## config.mk

```make
export PLATFORM = sky130hd
export DESIGN_NAME = ram_nxm
export DESIGN_NICKNAME = d
export VERILOG_FILES = /design/src/rtl/ram_nxm.sv
export SDC_FILE = /design/constraint.sdc
export NUM_CORES = 1
export LEC_CHECK = 0
export ABC_AREA = 1
export CAP_MARGIN = 20
export CORE_MARGIN = 3
export CORE_UTILIZATION = 53
export CTS_CLUSTER_DIAMETER = 120
export CTS_CLUSTER_SIZE = 28
export DETAILED_ROUTE_END_ITERATION = 8
export HOLD_SLACK_MARGIN = 0.15
export PLACE_DENSITY_LB_ADDON = 0.12
export SETUP_SLACK_MARGIN = 0.05
export SLEW_MARGIN = 40
export SYNTH_ARGS = -nofsm -noshare
export SYNTH_HDL_FRONTEND = slang
export SYNTH_SLANG_ARGS = --single-unit
```

## constraint.sdc

```tcl
create_clock -name clk -period 1.59 [get_ports clk]
set_input_delay 0.318 -clock clk [delete_from_list [all_inputs] [get_ports clk]]
set_output_delay 0.318 -clock clk [all_outputs]
set_load 0.05 [all_outputs]
```

## src/rtl/ram_nxm.sv

```systemverilog
// ram_nxm: single-port DEPTH x WIDTH RAM with request/acknowledge handshake.
// After clr deasserts, a sweep writes zero to every word, one per clock,
// before any request is accepted. Out-of-range addresses are acknowledged
// with err so a requester never waits for a response that cannot come.
module ram_nxm #(
    parameter  int WIDTH = 4,
    parameter  int DEPTH = 16,
    localparam int AW    = (DEPTH > 2) ? $clog2(DEPTH) : 1
) (
    input  logic             clk,
    input  logic             clr,
    input  logic             req,
    input  logic             rw,
    input  logic [AW-1:0]    addr,
    input  logic [WIDTH-1:0] data_in,
    output logic [WIDTH-1:0] data_out,
    output logic             ack,
    output logic             err,
    output logic             busy
);

    // Extended by one bit so DEPTH itself is representable in the compare.
    localparam logic [AW:0]   DEPTH_X = (AW + 1)'(DEPTH);
    localparam logic [AW-1:0] LAST    = AW'(DEPTH - 1);

    typedef enum logic {
        SWEEP,
        IDLE
    } state_t;

    state_t           state;
    state_t           next_state;
    logic [AW-1:0]    cnt;
    logic [AW-1:0]    cnt_next;
    logic [WIDTH-1:0] mem [DEPTH];

    logic             in_range;
    logic             mem_we;
    logic [AW-1:0]    mem_waddr;
    logic [WIDTH-1:0] mem_wdata;
    logic             load_dout;
    logic [WIDTH-1:0] dout_next;
    logic             ack_next;
    logic             err_next;

    assign in_range = ({1'b0, addr} < DEPTH_X);
    assign busy     = (state == SWEEP);

    // State register; clr always restarts the clear sweep.
    always_ff @(posedge clk or posedge clr) begin
        if (clr) begin
            state <= SWEEP;
        end else begin
            state <= next_state;
        end
    end

    // Next-state and datapath control: the sweep owns the write port, and
    // in IDLE the request decides write, read or an err response.
    always_comb begin
        next_state = state;
        cnt_next   = cnt;
        mem_we     = 1'b0;
        mem_waddr  = cnt;
        mem_wdata  = '0;
        load_dout  = 1'b0;
        dout_next  = '0;
        ack_next   = 1'b0;
        err_next   = 1'b0;
        case (state)
            SWEEP: begin
                mem_we    = 1'b1;
                mem_waddr = cnt;
                mem_wdata = '0;
                if (cnt == LAST) begin
                    next_state = IDLE;
                    cnt_next   = '0;
                end else begin
                    cnt_next = cnt + AW'(1);
                end
            end
            IDLE: begin
                if (req) begin
                    ack_next = 1'b1;
                    err_next = !in_range;
                    if (rw) begin
                        if (in_range) begin
                            mem_we    = 1'b1;
                            mem_waddr = addr;
                            mem_wdata = data_in;
                        end
                    end else begin
                        load_dout = 1'b1;
                        dout_next = in_range ? mem[addr] : '0;
                    end
                end
            end
            default: begin
                next_state = SWEEP;
                cnt_next   = '0;
            end
        endcase
    end

    // Sweep counter, read data and response flags; all cleared by clr.
    always_ff @(posedge clk or posedge clr) begin
        if (clr) begin
            cnt      <= '0;
            data_out <= '0;
            ack      <= 1'b0;
            err      <= 1'b0;
        end else begin
            cnt <= cnt_next;
            ack <= ack_next;
            err <= err_next;
            if (load_dout) begin
                data_out <= dout_next;
            end
        end
    end

    // Storage array has no reset; it is zeroed only by the sweep, and no
    // write may land while clr is held.
    always_ff @(posedge clk) begin
        if (!clr && mem_we) begin
            mem[mem_waddr] <= mem_wdata;
        end
    end

endmodule

```

==> After elaboration in Yosys (flattened, before gate mapping) <==
Memories as Yosys holds them, arrays and structs flattened. A register that Yosys moved wholly into a read port is not among the register bits.
Cells that the tools add are included.
{ "op_classes": {"n_bitwise": 1, "add_sub_neg": 1, "n_mux": 19, "n_eq_ne": 1, "n_reduce_logical": 2} }
{ "ops": {"columns": ["operator", "n"], "rows": [
  ["2-to-1 mux 4 bit", 5],
  ["one-hot mux 4 bit (2 select lines)", 2],
  ["2-to-1 mux 1 bit", 11],
  ["adder 4 x 1 -> 4 bit (second input constant)", 1],
  ["== test 4 bit (second input constant)", 1],
  ["one-hot mux 1 bit (2 select lines)", 1],
  ["logical AND 1 bit", 1],
  ["logical NOT 1 bit", 1],
  ["inverter 1 bit", 1]
]} }
{ "totals": {"word_cells": 28, "ram_bits": 64, "regBits": 6, "mem_count": 1} }
{ "mem_list": {"columns": ["name", "words", "word_bits", "rd", "rd_clocked_by_memory_dff", "write_ports", "line", "rtl"], "rows": [
  ["mem", 16, 4, 1, 1, 1, "35", "logic [WIDTH-1:0] mem [DEPTH];"]
]} }

==> Longest topological paths before layout <==
Gate-level depths: netlist (run 1).
{ "depth": {"ltp_word": 6, "depth_mapped": 11, "mapped_depth_nobuf": 9} }

==> Worst setup path after synthesis (run 1) <==
OpenSTA, ideal clock, no wires.
{ "synth_timing": {"path_type": "register to register", "start": "register state", "end": "memory mem[15][0], enable pin", "path_buffers": 0, "period_less_slack_ns": 1.609, "stages_incl_launch_ff": 4, "arrival_ns": 1.280, "slack_ns": -0.019, "t_required_ns": 1.261, "cell_sequence": "dfrtp_1 -> a21oi_1 -> nand3_2 -> nor2_1"} }
{ "synth_via": {"elab_chain_cells": 5} }
{ "synth_lines": {"columns": ["item", "line", "rtl"], "rows": [
  ["start: declaration", "31", "state_t state;"],
  ["start signal: assignment", "54", "state <= next_state;"],
  ["inverter 1 bit", null, null],
  ["one-hot mux 1 bit (2 select lines)", "70", "case (state)"],
  ["logical AND 1 bit", "125", "if (!clr && mem_we) begin"],
  ["2-to-1 mux 1 bit", "125", null],
  ["2-to-1 mux 1 bit (implied by the code)", "126", "mem[mem_waddr] <= mem_wdata;"],
  ["end: declaration", "35", null]
]} }
Parallel ways exist; a longest one is shown, timed or not.

==> Final worst setup path (run 1) <==
{ "layout_timing": {"start": "register state", "end": "memory mem[2][2], enable pin"} }
Same word-level chain as after synthesis.

==> reports/results.tsv, run 1 <==
metric	value	unit
nets	372	
power.ir.vdd_worst	0.000668	V
netlist.area_leader.share	59.5	%
grt_pass1_vias	2256	
cp_max_fo	5	
wl	6950	µm
synthArstFlopShare	13.5	%
crit_slowest_cell	dfrtp_1	
synth_flop_cell	edfxtp_1	
path_buf_inv	3	
crit_type	register to register	
globalplace.congestion	0.794	
drc	0	
powerDensity	951	nW/µm²
vias_per_cell	5.29	
synth_top_family_by_area	simple AND/OR/NAND/NOR gates	
fin_hold_ws	0.304	ns
final_hold_viol_count	0	
yosys.area_share.xor_xnor	0	%
track_usage	20.7	%
leakage	1.77	nW
cts_tree	yes	
post-dp-hpwl	4860	µm
yosysMostFrequentCell	nand2_1	
numCtsBuffers	9	
fin_crit_sh	99.9	%
crit_path_cell_trace	nand2_2 > clkinv_4 > nand2_8 > o21ai_4 > inv_2 > nand2_4 > nor2_2 > buf_4	
synth-edff-count	64	
antenna_found_initial	0	
worstHoldPathType	input port to async pin	
yosysTopAreaCell	edfxtp_1	
vias	2300	
ys_top_cells_by_count	108 x nand2_1, 64 x edfxtp_1, 52 x nand3_1	
start_util	56.6	%
synth-simple-area-share	26.0	%
fp.dieH	84.1	µm
io_pins	19	
drt_iter0_drc	140	
slew_viol_final	0	
rows	27	
cts_buffer_depth	2	
cts_root_buffer	clkbuf_8	
wl_per_cell	16.0	µm
power.total	0.00393	W
ys_ff_latch	74	
grt_pass1_wl	11100	µm
fmaxAchievable	630	MHz
core	5710	µm²
syn_inst	306	
dr.pass1.iters	4	
critical_path.max_stage_delay	0.40	ns
yosysUniqueCellTypes	22	
cp.arrival	1.64	ns
cts_hold_buf	0	
r2r_setup_slack	0.002	ns
port_buffers	17	
grt_start_max_net_pins	33	
fp.dieArea	7070	µm²
clkTransAtPathRegs	0.08	ns
h-tree-depth	3	
synthMuxAreaShare	0	%
post_dp_cell_area	3720	µm²
diodes	0	
synth_compound_area_share	1.70	%
dp_cells	417	
areaGrowthSynthToFinish	27.8	%
cp_top_family	simple AND/OR/NAND/NOR gates	
fp.dieW	84.1	µm
setup_viol	0	
start_kind	register	
skew	0.0118	ns
synth_area_per_cell	10.6	µm²
fin_cells	435	
cts.sinks	74	
overflow	0	
seq_area_frac_synth	67.2	%
rsz0062_at_grt	true	
synthAdderAreaFrac	0.387	%
netlist_area	3230	µm²
final_area	4130	µm²
status	finished, final reports clean	
maxCapViolations	0	
worstPathRequired	1.65	ns
drtAntennaViolNets	0	
worstSkewPairLatency	0.35	ns
period_needed	1.59	ns
synthTopCellsByArea	edfxtp_1 59%, nand2_1 13%, nand3_1 8.1%	
end_kind	register	
synth_nets	319	
drive_gt1_share	26.7	%
yosys_warnings	0	
[sequential cells by signal (all words and copies together) (netlist names)]
signal	count
data_out	4
cnt	4
mem	64
ack	1
state	1
[timing repair]
action,in CTS,in global routing
pin swaps,3,9
gates cloned,1,0
buffers inserted,1,1
endpoints found under the setup margin,69,68
resized for setup,33,22
[through the flow]
step,TNS (ns),util (%),setup WS (ns)
6_report,0,72.3,0.00229
5_1_grt,-1.48,72.3,-0.0506
4_1_cts,0,70.8,0.0341
3_5_place_dp,-46.05,65.1,-0.581
3_3_place_gp,-41.56,65.1,-0.547
2_1_floorplan,0,-,0.00101
[cell families (layout without fill, tap and decap cells)]
family / count (synthesis) / in the layout
flip-flops: 74 / 74
AND/OR/NAND/NOR: 191 / 192
buffers and inverters: 31 / 87
other: 1 / 1
adder cells (fa/ha/maj): 1 / 1
AO/OA/AOI/OAI: 8 / 8
[final cells by class]
cell class / count / area [µm²]
fillers: 402 / 1580
clock buffers: 10 / 128
repair buffers: 54 / 490
inverters: 18 / 80.1
clock inverters: 5 / 56.3
multi-input cells: 202 / 1110
well taps: 72 / 90.1
flip-flops and latches: 74 / 2170
[power by group]
part | internal, W | switching (W) | total, W
clock | 0.000713 | 0.000661 | 0.00137
sequential | 0.00212 | 0.00000869 | 0.00213
combinational | 0.000150 | 0.000274 | 0.000424
[per-layer routing]
layer  track usage [%]  share of wire, %
met4              8.19               1.1
met1              27.4                43
met5                 0                 0
met2              33.1                50
met3              5.03               5.6
[worst reg2reg max path, stage by stage, from the launching register on]
cell and delay [ns]:
dfrtp_1 0.40, nand2_2 0.10, clkinv_4 0.10, nand2_8 0.12, o21ai_4 0.10, inv_2 0.12
nand2_4 0.10, nor2_2 0.13, buf_4 0.14
[layout by cell type, fill, tap and decap left out, types with 2 or more instances in the layout]
master           netlist  layout
nand2_1              108     102
edfxtp_1              64      64
o21ai_0                2       2
nor2_4                 0       9
nor2_2                 1       4
nand2_2                4       2
nor2_1                22      10
buf_4                  3      33
clkdlybuf4s50_1        0       9
nand3b_4               2       2
nand3_1               52      52
inv_1                 15      12
o21ai_4                0       4
inv_2                  2       3
buf_6                  1       7
buf_12                 0       3
clkinv_4               0       2
clkbuf_8               0       9
nand2_4                1       8
nand2_8                0       2
dfrtp_1               10      10
clkinv_2               0       2
[final timing paths]
kind / startpoint / end / cells past startpoint
max reg2reg: state / mem[2][2] / 8
min in group clk: req / ack / 3
max in group asynchronous: clr / cnt[0] / 2
min: clr / data_out[1] / 2
max: state / mem[2][2] / 8
min reg2reg: data_out[0] / data_out[0] / 2
Power figures use the tool's default switching activity.
==> run 2: changes to the inputs <==
Settings changed: CTS_CLUSTER_SIZE 28 to 8.
==> results of run 2 <==
Final layout, timing and power as in run 1 (identical DEF).
